--- config.mk ---
export PLATFORM = sky130hd
export DESIGN_NAME = result_channel_buffer_flat
export DESIGN_NICKNAME = d
export VERILOG_FILES = /design/src/rtl/result_channel_buffer_if.sv /design/src/rtl/result_channel_buffer.sv /design/src/flat_wrapper.sv
export SDC_FILE = /design/constraint.sdc
export NUM_CORES = 1
export LEC_CHECK = 0
export BUFFER_PORTS_ARGS = -buffer_cell sky130_fd_sc_hd__buf_2
export CORE_MARGIN = 5
export CORE_UTILIZATION = 39
export DETAILED_ROUTE_END_ITERATION = 10
export GPL_TIMING_DRIVEN = 0
export PLACE_DENSITY = 0.52
export SLEW_MARGIN = 20
export SYNTH_ARGS = -nofsm -noshare
export SYNTH_HDL_FRONTEND = slang
export SYNTH_SLANG_ARGS = --single-unit
--- constraint.sdc ---
create_clock -name clk -period 4 [get_ports clk]
set_clock_uncertainty 0.2 [all_clocks]
set_input_delay 0.4 -clock clk [delete_from_list [all_inputs] [get_ports clk]]
set_output_delay 0.4 -clock clk [all_outputs]
set_load 0.005 [all_outputs]
--- src/rtl/result_channel_buffer_if.sv ---
// Handshake bundle between one channel's compute pipeline, its staging buffer
// and the result collector. The buffer sits on the slave side.
interface result_channel_buffer_if #(
    parameter int DATA_W = 16
);
    logic              wr_vld;
    logic [DATA_W-1:0] wr_data;
    logic              wr_rdy;
    logic              wr_drop;
    logic              buf_ready;
    logic              rd_sop;
    logic              rd_vld;
    logic [DATA_W-1:0] rd_data;
    logic              rd_eop;
    logic              rd_underflow;

    modport master (
        output wr_vld, wr_data, rd_sop,
        input  wr_rdy, wr_drop, buf_ready, rd_vld, rd_data, rd_eop, rd_underflow
    );

    modport slave (
        input  wr_vld, wr_data, rd_sop,
        output wr_rdy, wr_drop, buf_ready, rd_vld, rd_data, rd_eop, rd_underflow
    );
endinterface

--- src/rtl/result_channel_buffer.sv ---
// Per-channel staging buffer: gathers DEPTH result words, then replays them as a
// contiguous burst on rd_sop, always closing with rd_eop so the chain advances.
module result_channel_buffer #(
    parameter int DATA_W = 16,
    parameter int DEPTH  = 8
) (
    input  logic                   clk,
    input  logic                   rst_n,
    result_channel_buffer_if.slave bus
);
    localparam int AW = $clog2(DEPTH);
    localparam int CW = AW + 1;
    localparam logic [CW-1:0] WR_LAST = CW'(DEPTH - 1);
    localparam logic [AW-1:0] RD_LAST = AW'(DEPTH - 1);

    typedef enum logic [1:0] {IDLE, FILL, READY, DRAIN} state_t;

    state_t            state;
    state_t            state_nxt;
    logic [DATA_W-1:0] mem [DEPTH];
    logic [CW-1:0]     wr_cnt;
    logic [AW-1:0]     rd_cnt;

    logic wr_rdy;
    logic buf_ready;
    logic wr_en;
    logic drop;
    logic burst_start;
    logic burst_end;
    logic underflow;

    logic              vld_p1;
    logic [DATA_W-1:0] data_p1;
    logic              eop_p1;
    logic              uflow_p1;
    logic              drop_p1;

    always_ff @(posedge clk or negedge rst_n) begin
        if (!rst_n) state <= IDLE;
        else        state <= state_nxt;
    end

    // Handshake outputs depend on state alone, so no input reaches them combinationally.
    always_comb begin
        state_nxt   = state;
        wr_rdy      = 1'b0;
        buf_ready   = 1'b0;
        wr_en       = 1'b0;
        burst_start = 1'b0;
        burst_end   = 1'b0;
        underflow   = 1'b0;
        case (state)
            IDLE: begin
                wr_rdy    = 1'b1;
                wr_en     = bus.wr_vld;
                underflow = bus.rd_sop;
                if (bus.wr_vld) state_nxt = FILL;
            end
            FILL: begin
                wr_rdy    = 1'b1;
                wr_en     = bus.wr_vld;
                underflow = bus.rd_sop;
                if (bus.wr_vld && wr_cnt == WR_LAST) state_nxt = READY;
            end
            READY: begin
                buf_ready   = 1'b1;
                burst_start = bus.rd_sop;
                if (bus.rd_sop) state_nxt = DRAIN;
            end
            DRAIN: begin
                // The eop beat is already on the outputs; this edge closes the burst.
                burst_end = eop_p1;
                if (eop_p1) state_nxt = IDLE;
            end
            default: state_nxt = IDLE;
        endcase
    end

    assign drop = bus.wr_vld & ~wr_rdy;

    always_ff @(posedge clk) begin
        if (wr_en) mem[wr_cnt[AW-1:0]] <= bus.wr_data;
    end

    always_ff @(posedge clk or negedge rst_n) begin
        if (!rst_n) begin
            wr_cnt <= '0;
            rd_cnt <= '0;
        end else begin
            if (wr_en)          wr_cnt <= wr_cnt + CW'(1);
            else if (burst_end) wr_cnt <= '0;
            // rd_cnt points at the word for the next beat; it wraps to 0 on the eop beat.
            if (burst_start)                  rd_cnt <= AW'(1);
            else if (state == DRAIN && !eop_p1) rd_cnt <= rd_cnt + AW'(1);
        end
    end

    // Output stage p1: registered burst beats and one-cycle status pulses.
    always_ff @(posedge clk or negedge rst_n) begin
        if (!rst_n) begin
            vld_p1   <= 1'b0;
            data_p1  <= '0;
            eop_p1   <= 1'b0;
            uflow_p1 <= 1'b0;
            drop_p1  <= 1'b0;
        end else begin
            vld_p1   <= 1'b0;
            data_p1  <= '0;
            eop_p1   <= 1'b0;
            uflow_p1 <= underflow;
            drop_p1  <= drop;
            if (burst_start) begin
                vld_p1  <= 1'b1;
                data_p1 <= mem[0];
            end else if (state == DRAIN && !eop_p1) begin
                vld_p1  <= 1'b1;
                data_p1 <= mem[rd_cnt];
                eop_p1  <= (rd_cnt == RD_LAST);
            end else if (underflow) begin
                eop_p1 <= 1'b1;
            end
        end
    end

    assign bus.wr_rdy       = wr_rdy;
    assign bus.buf_ready    = buf_ready;
    assign bus.wr_drop      = drop_p1;
    assign bus.rd_vld       = vld_p1;
    assign bus.rd_data      = data_p1;
    assign bus.rd_eop       = eop_p1;
    assign bus.rd_underflow = uflow_p1;
endmodule

--- src/flat_wrapper.sv ---
// flat-port wrapper written by rule: the top's interface ports become plain ports
module result_channel_buffer_flat 
#(
    parameter int DATA_W = 16,
    parameter int DEPTH  = 8
)
  (clk, rst_n, bus_wr_vld, bus_wr_data, bus_rd_sop, bus_wr_rdy, bus_wr_drop, bus_buf_ready, bus_rd_vld, bus_rd_data, bus_rd_eop, bus_rd_underflow);
  result_channel_buffer_if #(.DATA_W(DATA_W)) bus_i ();
  input  logic clk;
  input  logic rst_n;
  input wire logic [$bits(bus_i.wr_vld)-1:0] bus_wr_vld;
  input wire logic [$bits(bus_i.wr_data)-1:0] bus_wr_data;
  input wire logic [$bits(bus_i.rd_sop)-1:0] bus_rd_sop;
  output wire logic [$bits(bus_i.wr_rdy)-1:0] bus_wr_rdy;
  output wire logic [$bits(bus_i.wr_drop)-1:0] bus_wr_drop;
  output wire logic [$bits(bus_i.buf_ready)-1:0] bus_buf_ready;
  output wire logic [$bits(bus_i.rd_vld)-1:0] bus_rd_vld;
  output wire logic [$bits(bus_i.rd_data)-1:0] bus_rd_data;
  output wire logic [$bits(bus_i.rd_eop)-1:0] bus_rd_eop;
  output wire logic [$bits(bus_i.rd_underflow)-1:0] bus_rd_underflow;
  assign bus_i.wr_vld = bus_wr_vld;
  assign bus_i.wr_data = bus_wr_data;
  assign bus_i.rd_sop = bus_rd_sop;
  assign bus_wr_rdy = bus_i.wr_rdy;
  assign bus_wr_drop = bus_i.wr_drop;
  assign bus_buf_ready = bus_i.buf_ready;
  assign bus_rd_vld = bus_i.rd_vld;
  assign bus_rd_data = bus_i.rd_data;
  assign bus_rd_eop = bus_i.rd_eop;
  assign bus_rd_underflow = bus_i.rd_underflow;
  result_channel_buffer #(.DATA_W(DATA_W), .DEPTH(DEPTH)) u_core (.clk(clk), .rst_n(rst_n), .bus(bus_i));
endmodule
Word level (Yosys, flattened, before mapping) --
Memory sizes are Yosys's and may differ from the RTL's. Cells that the tools add are included.
Operators by class: $add $sub $neg 2, equality and inequality tests 9, muxes and demuxes 24, bitwise operators 2, reduce and logical (&&, ||, !) cells 8
Operator list (number):
- $mux 16 | 2
- $mux 1 | 13
- $mux 2 | 4
- $mux 4 | 2
- $pmux 2 s4 | 1
- $mux 3 | 2
- $add 4x1->4 const B | 1
- $eq 2x2->1 const B | 2
- $eq 4x3->1 const B | 1
- $ne 2x1->1 const B | 2
- $ne 2x2->1 const B | 2
- $reduce_and 4->1 | 1
- $reduce_bool 2->1 | 2
- $add 3x1->3 const B | 1
- $eq 3x3->1 const B | 1
- $eq 2x1->1 const B | 1
- $logic_and 1x1->1 | 2
- $logic_not 2->1 | 1
- $reduce_or 2->1 | 1
- $and 1x1->1 | 1
- $logic_not 1->1 | 1
- $not 1->1 | 1
Word-level totals: bits in registers 29, RAM bits 128, bits of input ports 20, output and inout port bits 22, word-level logic and storage cells 54, memories 1
Memories:
- u_core.mem | depth 8, bits a word 16, read ports 2, clocked after memory_dff 0, wr ports 1, line result_channel_buffer.sv:20 | logic [DATA_W-1:0] mem [DEPTH];

Longest topological paths before layout --
Gate-level depths: netlist (run 1).
depth in word-level cells 6, gate-level depth with buffers 7, depth with buffers taken out 5

Least setup slack after synthesis (run 1) --
Ideal clock, no wire load.
path type register to register, start register u_core.state[1], end memory u_core.mem[0][0], enable pin, library setup time 430 ps, arrival 2625 ps, data required time 3370 ps, setup slack 745 ps, cell stages (with the launch flop) 6, path buffers 1, period minus slack after synthesis 3255 ps, cells stage by stage dfrtp_1 > inv_1 > ha_1 > o21ai_0 > buf_2 > nor4_1
On the way: longest elaborated chain between the ends 5, elaborated cells between the ends (all ways) 6, classes of those cells eq/ne: 1; mux: 3; reduce/logical: 2
RTL lines:
- from (decl) | line result_channel_buffer.sv:18 | state_t state;
- from (signal assigned) | line result_channel_buffer.sv:40 | else state <= state_nxt;
- $eq 2x1->1 or $logic_not 2->1 (tied branches) | line result_channel_buffer.sv:52 | case (state)
- $reduce_or 2->1 (no source line) (*)
- $mux 1 (*) | line result_channel_buffer.sv:52
- $mux 1 (*) | line result_channel_buffer.sv:82 | if (wr_en) mem[wr_cnt[AW-1:0]] <= bus.wr_data;
- $mux 1 (implied by the code) (*) | line result_channel_buffer.sv:82
- to (decl) | line result_channel_buffer.sv:20
Every way passes the cells marked *; elsewhere a longest branch is shown, timed or not.

Worst setup path after layout (run 1) --
start register u_core.state[1], end memory u_core.mem[0][4], enable pin
The elaborated chain is that of the path after synthesis.

==> results of run 1 <==
per-layer routing:
layer,track usage (%),up-vias
li1,-,1523
met1,21.04,1731
met2,25.22,75
met3,3.068,14
met4,5.322,0
met5,0,-
state kept, by name (all words and copies together) (netlist names):
name,count
u_core.bus.rd_data,16
u_core.bus.rd_eop,1
u_core.bus.rd_underflow,1
u_core.bus.rd_vld,1
u_core.bus.wr_drop,1
u_core.mem,128
u_core.rd_cnt,3
u_core.state,2
u_core.wr_cnt,4
cell usage in the layout, fill, tap and decap left out, drive strengths merged:
cell type	Yosys	layout
mux2i	4	4
dlygate4sd3	0	2
mux2	33	33
nor3b	1	1
nand3b	1	1
inv	6	6
nand2b	3	3
nor2b	4	4
nor3	4	4
bufinv	0	4
dfrtp	29	29
xnor2	1	1
ha	8	8
nor4	2	2
nand3	4	4
or2	2	2
a32o	1	1
and2	2	2
a21o	1	1
o31ai	15	15
mux4	16	16
clkbuf	0	23
nor2	23	23
edfxtp	128	128
nand2	23	23
buf	18	73
o41ai	1	1
clkinv	0	5
o22ai	16	16
o21ba	1	1
a2111oi	2	2
o21ai	3	3
worst max-delay path: stages, from the launching register on:
cell	delay [ps]
dfrtp_1	400
inv_1	110
ha_1	250
o21ai_0	180
buf_2	230
nor4_2	500
buf_2	320
buf_2	220
per-stage QoR:
stage / setup slack [ps] / cells / utilization, %
after floorplan: 744.6 / 352 / -
after global placement: -1263 / 609 / 42.83
after detailed placement: 1258 / 623 / 43.75
after CTS: 1235 / 657 / 47.65
after global routing: 1118 / 657 / 47.65
final: 1277 / 657 / 47.65
Yosys cell counts (all sizes together):
cell / count
a2111oi: 2
a21o: 1
a32o: 1
and2: 2
buf: 18
dfrtp: 29
edfxtp: 128
ha: 8
inv: 6
mux2: 33
mux2i: 4
mux4: 16
nand2: 23
nand2b: 3
nand3: 4
nand3b: 1
nor2: 23
nor2b: 4
nor3: 4
nor3b: 1
nor4: 2
o21ai: 3
o21ba: 1
o22ai: 16
o31ai: 15
o41ai: 1
or2: 2
xnor2: 1
final timing paths:
| path | slack, ps | endpoint | cells past startpoint |
|---|---|---|---|
| worst max-delay path | 1280 | u_core.mem[0][4]$_DFFE_PP_ | 7 |
| worst min-delay path | 50 | u_core.mem[7][5]$_DFFE_PP_ | 1 |
| worst max register to register | 1280 | u_core.mem[0][4]$_DFFE_PP_ | 7 |
| worst min register to register | 280 | u_core.bus.rd_data[10]$_DFF_PN0_ | 2 |
| max in group asynchronous | 2720 | u_core.bus.rd_data[9]$_DFF_PN0_ | 2 |
| min in group asynchronous | 390 | u_core.wr_cnt[3]$_DFFE_PN0P_ | 2 |
where the power goes:
| part | internal (uW) | switching [uW] |
|---|---|---|
| sequential | 2010 | 92.0 |
| combinational | 721 | 838 |
| clock | 1050 | 591 |
| total | 3780 | 1520 |
what timing repair did:
action | 4_1_cts | 5_1_grt
endpoints found under the hold margin | 30 | 0
hold buffers | 2 | 0
endpoints found under the setup margin | 0 | 0
final cells by class:
type / count / share of cell area, %
plain buffers: 18 / 2.042
clock buffers: 23 / 6.029
clock inverters: 9 / 1.878
inverters: 6 / 0.2965
multi-input cells: 171 / 21.59
flip-flops and latches: 157 / 60.15
well taps: 216 / 3.558
repair buffers: 57 / 4.447
cells by family (layout without fill, tap and decap cells):
family | after synthesis | in the layout | share of synthesized area (%)
flops | 157 | 157 | 71.92
simple gates | 69 | 69 | 5.494
mux | 53 | 53 | 12.56
compound gates | 40 | 40 | 5.514
buf+inv | 24 | 113 | 2.796
fa+ha+maj | 8 | 8 | 1.575
xor+xnor | 1 | 1 | 0.1379
==> impl_metrics.ini, run 1 <==
[status]
outcome = completed

[timing]
timing.fmax_ghz = 0.3673
timing.hold.ws_ps = 53.90
min_period_ps = 2723
setup_viol = 0
finalMaxSlewViolations = 0
slew-limit-headroom_pct = 49.19
setup_tns_ps = 0
hold_viol_final = 0
rsz0062_at_grt = no
fin_crit_sh_pct = 68.07
worst_pin_slew_ps = 762.2

[clock_tree]
root_buffer = clkbuf_16
cts_buffers = 17
cts_tree = done
clk_latency_ps = 410
clock_sinks = 157
cts_buffer_depth = 2
clk_pin_slew_ps = 60
ctsHtreeMaxLevel = 4
postCtsSetupBuffers = 0
cts.repair.resized = 0

[global_route]
antenna_found_initial = 0
grt_pass1_vias = 3449
grt_usage_pct = 15.57
grt-ovfl-total = 0
grt_max_degree = 30
grt_pass1_wl_um = 20930

[critical_path]
critPathLaunch = u_core.state[1]$_DFFE_PN0P_
end_kind = flip-flop
crit_required_ps = 3910
worst-path-max-fanout = 10
worstSetupStartpointType = flip-flop
critical_path_class = flip-flop to flip-flop
r2r-start = u_core.state[1]$_DFFE_PN0P_
critPathArrivalTime_ps = 2630

[final_layout]
fillers = 1359
regArea_um2 = 4569
drive_above_1_share_pct = 40.14
nets = 456
multiInputGateArea_um2 = 1640
final_area_um2 = 7596
antenna_cells = 0
area_growth_pct = 19.56

[place]
placed_cell_area_um2 = 6975
io_buffers = 41
dp_hpwl_um = 9127
globalplace.congestion = 0.7216

[synth]
avgSynthCellArea_um2 = 18.05
synth_area_um2 = 6354
yosysWarnings = 0
synth_top_area_share_pct = 60.50
synth_seq_cells = 157
yosysSeqAreaShare_pct = 71.92
synthesis.nets = 380
yosysTopAreaCell = edfxtp_1
synth.distinct_cells = 38
synthCells = 352
ys_top_cells_by_area = edfxtp_1 60%, dfrtp_1 11%, mux4_2 5.7%, mux2_2 4.1%, o31ai_2 2.0%

[floorplanning]
ios = 42
start_util_pct = 39.85
placementRows = 46
core_area_um2 = 15940
fp.dieW_um = 137.6
fp.dieH_um = 137.6
dieArea_um2 = 18940

[routing]
vias = 3343
wl_met3_um = 606
wl_met2_um = 6637
drtIter0Drc = 201
viasPerCell = 5.088
postRouteAntennaNets = 0
drt_first_pass_iters = 4
drt-met1-wl_um = 5998
wirelength_um = 13450
wl_per_cell_um = 20.47
drc = 0
top_layer_used = met4

[pwr]
p_leak_uw = 0.002815
total_power_uw = 5304
power_density_nw_per_um2 = 698.3
ir_drop_mv = 0.3595

[hold_path]
hp-start = bus_wr_data[5]
holdCritPathClass = primary input to flip-flop

[flow_run]
maxCapViolCount = 0
Note: power is estimated with default switching activity, not from simulation.
==> inputs of run 2 (changes only) <==
Settings changed: PLACE_DENSITY 0.52 to 0.54.
Clock period 4 ns to 2.4 ns, I/O delays scaled along.
==> impl_metrics.ini, run 2 (synthesized netlist as in run 1, its figures left out) <==
[critical_path]
ff2ff_setup_slack_ps = 170
r2r_cells = 7
r2r-start = u_core.state[1]$_DFFE_PN0P_
crit_chain = inv_1, ha_2, o21ai_1, clkbuf_4, nor4_4, buf_4, buf_6
end_kind = flip-flop
worst-path-max-fanout = 10
critPathLaunch = u_core.state[1]$_DFFE_PN0P_
critPathArrivalTime_ps = 2160
critical_path_class = flip-flop to flip-flop
timing.rr.end = u_core.mem[0][7]$_DFFE_PP_
cp_slowest_stage_delay_ps = 410
worstSetupStartpointType = flip-flop
critPathSlowestCell = dfrtp_1
crit_required_ps = 2330

[floorplanning]
start_util_pct = 39.85
core_area_um2 = 15940
fp.dieH_um = 137.6
ios = 42
fp.dieW_um = 137.6
placementRows = 46
dieArea_um2 = 18940

[pwr]
total_power_uw = 8997
combPwrFrac_pct = 31.0
p_leak_uw = 0.003007
power_density_nw_per_um2 = 1121
p_clk_share_pct = 30.0
ir_drop_mv = 0.5600
swShare_pct = 29.38
sequentialPowerShare_pct = 39.0
intPower_uw = 6354
netSwitchingPower_uw = 2643

[timing]
rsz0062_at_grt = no
fin_crit_sh_pct = 92.96
timing.hold.ws_ps = 199.4
finalMaxSlewViolations = 0
worst_pin_slew_ps = 713.7
timing.fmax_ghz = 0.4482
min_period_ps = 2231
hold_viol_final = 0
slew-limit-headroom_pct = 52.42
setup_viol = 0

[clock_tree]
cts_buffer_depth = 2
clk_pin_slew_ps = 60
ctsHtreeMaxLevel = 4
cts_buffers = 17
clock_sinks = 157
cts_tree = done
root_buffer = clkbuf_16
clk_latency_ps = 420

[routing]
postRouteAntennaNets = 0
drt_first_pass_iters = 4
drc = 0
vias = 3372
viasPerCell = 4.894
wirelength_um = 13670
wl_per_cell_um = 19.84
drtIter0Drc = 139

[final_layout]
largest_reg_flops = 128
antenna_cells = 0
nets = 488
area_growth_pct = 26.35
final_common_cell = edfxtp_1
final_core_util_pct = 50.35
mostFrequentLayoutCells = 128 x edfxtp_1, 47 x buf_2, 29 x dfrtp_1, 25 x buf_4
final_area_um2 = 8028
drive_above_1_share_pct = 41.86
stdcell_count = 689

[global_route]
grt_pass1_vias = 3375
grt-ovfl-total = 0
grt_pass1_wl_um = 20590
grt_usage_pct = 15.48
antenna_found_initial = 0
grt_max_degree = 30

[place]
globalplace.congestion = 0.7187
io_buffers = 41
placed_cells = 621
dp_hpwl_um = 8966
placed_cell_area_um2 = 7002

[status]
outcome = completed

[hold_path]
holdCritPathClass = primary input to async pin

[flow_run]
maxCapViolCount = 0
-- run 2: cell types whose count changed in the layout (fill, tap and decap cells not counted), sizes merged --
cell	previous run	this run
buf	73	87
bufinv	4	1
clkbuf	23	28
clkinv	5	4
dlygate4sd3	2	19
-- run 2: layer usage --
metal	share of wire, %	routed length [um]	vias to the layer above	GRT usage (%)
met5	0	0	-	0
met2	51	6926	76	25.08
met3	4.8	652	14	3.178
met1	43	5885	1701	20.47
li1	-	-	1581	-
met4	1.5	206	0	6.153
-- run 2: worst max-delay path: cells and delay by family (launching register included) --
family                   cells  cell delay [ps]
flip-flops                   1              410
buffers and inverters        4              680
AND/OR/NAND/NOR              1              280
adder cells (fa/ha/maj)      1              240
AO/OA/AOI/OAI                1              120
-- run 2: power by group through the flow --
stage / sequential (uW) / clock (uW) / combinational [uW]
CTS: 3510 / 2750 / 2730
floorplan: 3540 / 0 / 1840
detailed placement: 3570 / 0 / 2690
global placement: 3560 / 0 / 2560
finish: 3510 / 2700 / 2790
global route: 3550 / 2870 / 3060
-- run 2: through the flow --
stage | TNS [ps] | setup slack [ps]
after floorplan | -23930 | -439.5
after global placement | -161200 | -2010
after detailed placement | -9248 | -228.2
after CTS | -7013 | -168.9
after global routing | 0 | 36.74
final | 0 | 168.9
-- run 2: worst max-delay path by stage --
stage                     slack, ps  depth (start not counted)                         end
after detailed placement       -230                          6  u_core.mem[2][7]$_DFFE_PP_
after CTS                      -170                          6  u_core.mem[1][2]$_DFFE_PP_
after global placement        -2010                          5  u_core.mem[2][7]$_DFFE_PP_
after floorplan                -440                          5  u_core.mem[1][0]$_DFFE_PP_
final                           170                          7  u_core.mem[0][7]$_DFFE_PP_
after global routing             40                          7  u_core.mem[0][7]$_DFFE_PP_
-- run 2: area by class of cell --
cell class	count	area (um^2)
multi-input combinational	171	1697
timing repair buffer	90	708.2
inverter	6	22.52
fill	1342	7915
buffer	17	153.9
clock inverter	5	50.05
sequential	157	4569
tap	216	270.3
clock buffer	27	556.8
-- run 2: timing repair --
action | CTS | global route
setup endpoints to repair | 74 | 98
setup buffers | 1 | 17
gates resized for setup | 2 | 9
pin swaps | 2 | 7
hold endpoints to repair | 160 | 0
hold buffers | 19 | 0
